### src/rtl/render_stream_arbiter_if.sv
// Bundle between the pixel renderers and the stream arbiter.
// master = renderer/driver side, slave = arbiter side.
interface render_stream_arbiter_if #(
  parameter int N_CH    = 2,
  parameter int X_W     = 9,
  parameter int Y_W     = 8,
  parameter int COLOR_W = 3,
  parameter int CH_W    = (N_CH > 1) ? $clog2(N_CH) : 1
);
  logic [N_CH-1:0]         req, grant, src_plot, src_finished;
  logic [N_CH*X_W-1:0]     src_x;
  logic [N_CH*Y_W-1:0]     src_y;
  logic [N_CH*COLOR_W-1:0] src_color;
  logic [X_W-1:0]          out_x;
  logic [Y_W-1:0]          out_y;
  logic [COLOR_W-1:0]      out_color;
  logic                    plot, busy, done_pulse, timeout_pulse;
  logic [CH_W-1:0]         active_ch;

  modport master (
    output req, src_x, src_y, src_color, src_plot, src_finished,
    input  grant, out_x, out_y, out_color, plot, busy, active_ch, done_pulse, timeout_pulse
  );
  modport slave (
    input  req, src_x, src_y, src_color, src_plot, src_finished,
    output grant, out_x, out_y, out_color, plot, busy, active_ch, done_pulse, timeout_pulse
  );
endinterface

### src/rtl/render_stream_arbiter.sv
// Grants one of N_CH pixel renderers the VGA write port until it finishes (or the watchdog fires).
// Define RENDER_ARB_ROUND_ROBIN_EN for round-robin selection; otherwise lowest index wins.
module render_stream_arbiter #(
  parameter int N_CH    = 2,
  parameter int X_W     = 9,
  parameter int Y_W     = 8,
  parameter int COLOR_W = 3,
  parameter int TIMEOUT = 0,
  parameter int CH_W    = (N_CH > 1) ? $clog2(N_CH) : 1
) (
  input logic                    clock,
  input logic                    enable,
  render_stream_arbiter_if.slave bus
);
  localparam int WD_W = (TIMEOUT > 1) ? $clog2(TIMEOUT) : 1;

  typedef enum logic [1:0] {IDLE, RUN, RELEASE} state_t;

  state_t             state_q, state_d;
  logic [N_CH-1:0]    grant_q, grant_d;
  logic [CH_W-1:0]    ch_q, ch_d, rr_q, rr_d, sel_ch;
  logic [WD_W-1:0]    wd_q, wd_d;
  logic [X_W-1:0]     x_q, x_d;
  logic [Y_W-1:0]     y_q, y_d;
  logic [COLOR_W-1:0] col_q, col_d;
  logic               first_q, first_d, plot_q, plot_d, done_q, done_d, to_q, to_d;
  logic               sel_found, fin_c, to_hit;
  logic [N_CH-1:0]    req_sh, fin_sh, plot_sh;
  int                 idx;

  // Pick the next channel from the live request vector.
  always_comb begin
    sel_found = 1'b0;
    sel_ch    = '0;
    idx       = 0;
    req_sh    = '0;
    for (int k = 0; k < N_CH; k++) begin
`ifdef RENDER_ARB_ROUND_ROBIN_EN
      idx = (int'(rr_q) + k) % N_CH;
`else
      idx = k;
`endif
      req_sh = bus.req >> idx;
      if (!sel_found && req_sh[0]) begin
        sel_found = 1'b1;
        sel_ch    = CH_W'(idx);
      end
    end
  end

  always_comb begin
    state_d = state_q;
    grant_d = grant_q;
    ch_d    = ch_q;
    rr_d    = rr_q;
    wd_d    = wd_q;
    x_d     = x_q;
    y_d     = y_q;
    col_d   = col_q;
    first_d = 1'b0;
    plot_d  = 1'b0;
    done_d  = 1'b0;
    to_d    = 1'b0;
    fin_sh  = bus.src_finished >> ch_q;
    plot_sh = bus.src_plot >> ch_q;
    // A sticky done left over from the previous grant is masked in the first RUN cycle.
    fin_c   = fin_sh[0] & ~first_q;
    to_hit  = (TIMEOUT > 0) && (int'(wd_q) == TIMEOUT - 1);
    case (state_q)
      IDLE: begin
        if (sel_found) begin
          state_d = RUN;
          ch_d    = sel_ch;
          grant_d = N_CH'(1) << sel_ch;
          first_d = 1'b1;
          wd_d    = '0;
        end
      end
      RUN: begin
        wd_d = wd_q + 1'b1;
        if (fin_c || to_hit) begin
          state_d = RELEASE;
          grant_d = '0;
          done_d  = fin_c;
          to_d    = ~fin_c;
          rr_d    = (int'(ch_q) == N_CH - 1) ? '0 : ch_q + 1'b1;
        end else begin
          x_d    = bus.src_x[int'(ch_q)*X_W +: X_W];
          y_d    = bus.src_y[int'(ch_q)*Y_W +: Y_W];
          col_d  = bus.src_color[int'(ch_q)*COLOR_W +: COLOR_W];
          plot_d = plot_sh[0];
        end
      end
      RELEASE: state_d = IDLE;
      default: state_d = IDLE;
    endcase
  end

  always_ff @(posedge clock or negedge enable) begin
    if (!enable) begin
      state_q <= IDLE;
      grant_q <= '0;
      ch_q    <= '0;
      rr_q    <= '0;
      wd_q    <= '0;
      x_q     <= '0;
      y_q     <= '0;
      col_q   <= '0;
      first_q <= 1'b0;
      plot_q  <= 1'b0;
      done_q  <= 1'b0;
      to_q    <= 1'b0;
    end else begin
      state_q <= state_d;
      grant_q <= grant_d;
      ch_q    <= ch_d;
      rr_q    <= rr_d;
      wd_q    <= wd_d;
      x_q     <= x_d;
      y_q     <= y_d;
      col_q   <= col_d;
      first_q <= first_d;
      plot_q  <= plot_d;
      done_q  <= done_d;
      to_q    <= to_d;
    end
  end

  assign bus.grant         = grant_q;
  assign bus.out_x         = x_q;
  assign bus.out_y         = y_q;
  assign bus.out_color     = col_q;
  assign bus.plot          = plot_q;
  assign bus.busy          = (state_q != IDLE);
  assign bus.active_ch     = ch_q;
  assign bus.done_pulse    = done_q;
  assign bus.timeout_pulse = to_q;
endmodule

### src/flat_wrapper.sv
// flat-port wrapper written by rule: the top's interface ports become plain ports
module render_stream_arbiter_flat 
#(
  parameter int N_CH    = 2,
  parameter int X_W     = 9,
  parameter int Y_W     = 8,
  parameter int COLOR_W = 3,
  parameter int TIMEOUT = 0,
  parameter int CH_W    = (N_CH > 1) ? $clog2(N_CH) : 1
)
  (clock, enable, bus_req, bus_src_x, bus_src_y, bus_src_color, bus_src_plot, bus_src_finished, bus_grant, bus_out_x, bus_out_y, bus_out_color, bus_plot, bus_busy, bus_active_ch, bus_done_pulse, bus_timeout_pulse);
  render_stream_arbiter_if #(.N_CH(N_CH), .X_W(X_W), .Y_W(Y_W), .COLOR_W(COLOR_W), .CH_W(CH_W)) bus_i ();
  input logic clock;
  input logic enable;
  input wire logic [$bits(bus_i.req)-1:0] bus_req;
  input wire logic [$bits(bus_i.src_x)-1:0] bus_src_x;
  input wire logic [$bits(bus_i.src_y)-1:0] bus_src_y;
  input wire logic [$bits(bus_i.src_color)-1:0] bus_src_color;
  input wire logic [$bits(bus_i.src_plot)-1:0] bus_src_plot;
  input wire logic [$bits(bus_i.src_finished)-1:0] bus_src_finished;
  output wire logic [$bits(bus_i.grant)-1:0] bus_grant;
  output wire logic [$bits(bus_i.out_x)-1:0] bus_out_x;
  output wire logic [$bits(bus_i.out_y)-1:0] bus_out_y;
  output wire logic [$bits(bus_i.out_color)-1:0] bus_out_color;
  output wire logic [$bits(bus_i.plot)-1:0] bus_plot;
  output wire logic [$bits(bus_i.busy)-1:0] bus_busy;
  output wire logic [$bits(bus_i.active_ch)-1:0] bus_active_ch;
  output wire logic [$bits(bus_i.done_pulse)-1:0] bus_done_pulse;
  output wire logic [$bits(bus_i.timeout_pulse)-1:0] bus_timeout_pulse;
  assign bus_i.req = bus_req;
  assign bus_i.src_x = bus_src_x;
  assign bus_i.src_y = bus_src_y;
  assign bus_i.src_color = bus_src_color;
  assign bus_i.src_plot = bus_src_plot;
  assign bus_i.src_finished = bus_src_finished;
  assign bus_grant = bus_i.grant;
  assign bus_out_x = bus_i.out_x;
  assign bus_out_y = bus_i.out_y;
  assign bus_out_color = bus_i.out_color;
  assign bus_plot = bus_i.plot;
  assign bus_busy = bus_i.busy;
  assign bus_active_ch = bus_i.active_ch;
  assign bus_done_pulse = bus_i.done_pulse;
  assign bus_timeout_pulse = bus_i.timeout_pulse;
  render_stream_arbiter #(.N_CH(N_CH), .X_W(X_W), .Y_W(Y_W), .COLOR_W(COLOR_W), .TIMEOUT(TIMEOUT), .CH_W(CH_W)) u_core (.clock(clock), .enable(enable), .bus(bus_i));
endmodule
### config.mk
export PLATFORM = sky130hd
export DESIGN_NAME = render_stream_arbiter_flat
export DESIGN_NICKNAME = d
export VERILOG_FILES = /design/src/rtl/render_stream_arbiter_if.sv /design/src/rtl/render_stream_arbiter.sv /design/src/flat_wrapper.sv
export SDC_FILE = /design/constraint.sdc
export NUM_CORES = 1
export LEC_CHECK = 0
export ABC_AREA = 1
export CORE_MARGIN = 5
export CORE_UTILIZATION = 41
export CTS_BUF_LIST = sky130_fd_sc_hd__clkbuf_16
export DETAILED_ROUTE_END_ITERATION = 12
export GPL_ROUTABILITY_DRIVEN = 0
export HOLD_SLACK_MARGIN = 0.12
export PLACE_DENSITY = 0.84
export SETUP_SLACK_MARGIN = 0.15
export SYNTH_ARGS = -nofsm -noshare
export SYNTH_HDL_FRONTEND = slang
export SYNTH_SLANG_ARGS = --single-unit
### constraint.sdc
create_clock -name clock -period 3.15 [get_ports clock]
set_input_delay 0.315 -clock clock [delete_from_list [all_inputs] [get_ports clock]]
set_output_delay 0.315 -clock clock [all_outputs]
set_load 0.03 [all_outputs]
==> summary.txt <==
Total number of vias: 1417
Worst setup path start: u_core.bus.active_ch$_DFFE_PN0P_
Pwr Density: 1040 nW/µm²
Tcrit/Tclk final: 60.8%
Largest net degree at the start of global routing: 29
Maximum root-to-sink buffer count: 2
Post-synth top area share: 50.7%
Post-cts repair resize count: 0
Internal Power: 0.00127 W
Footprint of the multi-input gates: 572 µm²
Postcts setup bufs: 0
Commonest non-fill, non-tap cell in the layout: nand2_1
Clk Latency, worst-skew pair: 0.26 ns
Drt drc: 0
Total GRT Usage: 17.3%
Sw Share: 44.9%
Crit start category: flip-flop
Port bufs: 73
R2R Setup Slk: 1.33 ns
First-pass GRT wire length: 6.04 mm
Reg2reg end: u_core.bus.out_color[2]$_DFFE_PN0P_
Detail Placement HPWL: 2.92 mm
Final hold violation count: 0
Final ANT Viol Nets: 0
Die Footprint: 4630 µm²
ANT cells: 0
Required @ worst endpoint: 2.83 ns
Depth of the worst register-to-register path: 7
Width of the die: 68.0 µm
Avg Vias per Cell: 4.66
VDD IR max: 818 µV
Initial Util: 41.7%
F_max: 0.522 GHz
Syn Area/Cell: 7.31 µm²
Final WL: 3.95 mm
Post-synthesis register bit count: 28
P_leak: 1.14 nW
Yosys warns: 0
Crit end category: output pin
Final worst slack: 1.24 ns
Post-place setup slack: 1.30 ns
Worst slew pin tran: 0.657 ns
Final Setup Violations: 0
Power share of the sequential group: 27.1%
HP Class: input pin to asynchronous set/reset pin
Reg clk slew, reported paths: 0.07 ns
Util after Layout: 67.1%
Post-synthesis sequential area ratio: 50.7%
Setup Crit Path Kind: flip-flop to output pin
DR iter-0 viols: 109
Reg2reg start: u_core.bus.active_ch$_DFFE_PN0P_
Die Span Y: 68.0 µm
Max_cap viols: 0
Comb power frac: 57.0%
Commonest cells after routing, fill and taps aside: nand2_1, clkdlybuf4s50_1, dfrtp_1, nand3_1, inv_1
Top cells by area, synth: dfrtp_1, nand2_1, nand3_1
Pre-antenna DRT Iters: 4
Slew Limit Fails: 0
Ratio of cells with drive above 1 in the final layout: 4.26%
Register area: 701 µm²
Sw Pwr: 0.00104 W
Synthesized net count: 237
Clock power frac: 15.9%
Grt ovf: 0
Fill cells: 282
Setup Skew: 0.00322 ns
WL/cell: 13.0 µm
Final net count: 307
CTS root buf: clkbuf_16
Top Ports: 75
Syn Inst Count: 189
Initial antenna violation count: 0
RSZ-0062 raised after global routing: false
CORE AREA: 3310 µm²
Setup_tns: 0 ns
Vias in the first global route: 1359
Max-Slew Margin vs Limit: 56.0%
TritonCTS clock tree: yes
Worst EP arrival: 1.60 ns
Yosys top cell by area: dfrtp_1
Htree depth: 1
Area growth, synth to finish: 60.9%
Clock Sinks: 28
Mapped Area: 1380 µm²
Yosys cell types: 13
FP Rows: 21
Inserted Clock Buffers: 3
Crit Path Max Fanout: 23
Status: finished clean
CTS Hold Bufs: 0
Final min period: 1.91 ns
[cells by family (layout without fill, tap and decap cells)]
| logic type | after synthesis | count (layout) | share of synthesized area (%) |
|---|---|---|---|
| buf+inv | 20 | 89 | 7.88 |
| flops | 28 | 28 | 50.7 |
| other cells | 1 | 1 | 0.271 |
| simple gates | 137 | 137 | 39.8 |
| compound gates | 3 | 3 | 1.36 |
[how the worst max path moves through the flow]
stage | endpoint | slack (ns) | cells past startpoint
finish | bus_active_ch | 1.24 | 2
global route | bus_active_ch | 1.15 | 2
CTS | bus_active_ch | 1.23 | 2
detailed placement | u_core.bus.out_color[2]$_DFFE_PN0P_ | 1.30 | 7
global placement | u_core.bus.out_y[3]$_DFFE_PN0P_ | 1.31 | 7
floorplan | u_core.bus.out_color[2]$_DFFE_PN0P_ | 1.88 | 8
[power by group through the flow]
stage          registers [W]  logic [W]  clock network, W
2_1_floorplan       0.000912   0.000567                 0
4_1_cts             0.000627    0.00133          0.000371
6_report            0.000626    0.00132          0.000368
3_5_place_dp        0.000625    0.00132                 0
3_3_place_gp        0.000622    0.00129                 0
5_1_grt             0.000647    0.00144          0.000388
[layer usage]
| metal | track usage, % | vias to the layer above | wire [µm] |
|---|---|---|---|
| met1 | 19.7 | 659 | 1470 |
| li1 | - | 711 | - |
| met5 | 0 | - | 0 |
| met3 | 3.78 | 4 | 223 |
| met4 | 4.96 | 0 | 46 |
| met2 | 32.3 | 43 | 2200 |
[synthesized netlist by cell type]
library cell,count
conb_1,1
nand2_1,108
inv_1,8
dfrtp_1,28
nor2_1,3
buf_4,3
a21oi_2,1
buf_2,6
nand2_2,2
nand3_1,24
buf_6,2
o21ai_0,2
inv_2,1
[per-stage QoR]
stage          instances  hold slack [ns]  area [µm²]  total power, W
3_5_place_dp         300            0.460        2120         0.00195
6_report             304            0.429        2220         0.00231
3_3_place_gp         300            0.455        2120         0.00192
5_1_grt              304            0.464        2220         0.00247
4_1_cts              304            0.442        2220         0.00233
2_1_floorplan        189           0.0194        1380         0.00148
[state kept, by name, summed over array words and instances, names as in the netlist]
register,flops
u_core.bus.active_ch,1
u_core.bus.done_pulse,1
u_core.bus.grant,2
u_core.bus.out_color,3
u_core.bus.out_x,9
u_core.bus.out_y,8
u_core.bus.plot,1
u_core.first_q,1
u_core.state_q,2
[layout make-up]
type,count,share of cell area (%)
inverters,9,1.52
multi-input cells,141,25.7
repair buffers,76,33.9
flip-flops and latches,28,31.5
clock buffers,3,3.38
clock inverters,1,1.35
well taps,46,2.59
[worst max-delay path: stages, from the launching register on]
cell and delay (ns):
dfrtp_1 0.35, buf_4 0.27, clkdlybuf4s50_1 0.72
Note: power is estimated with default switching activity, not from simulation.
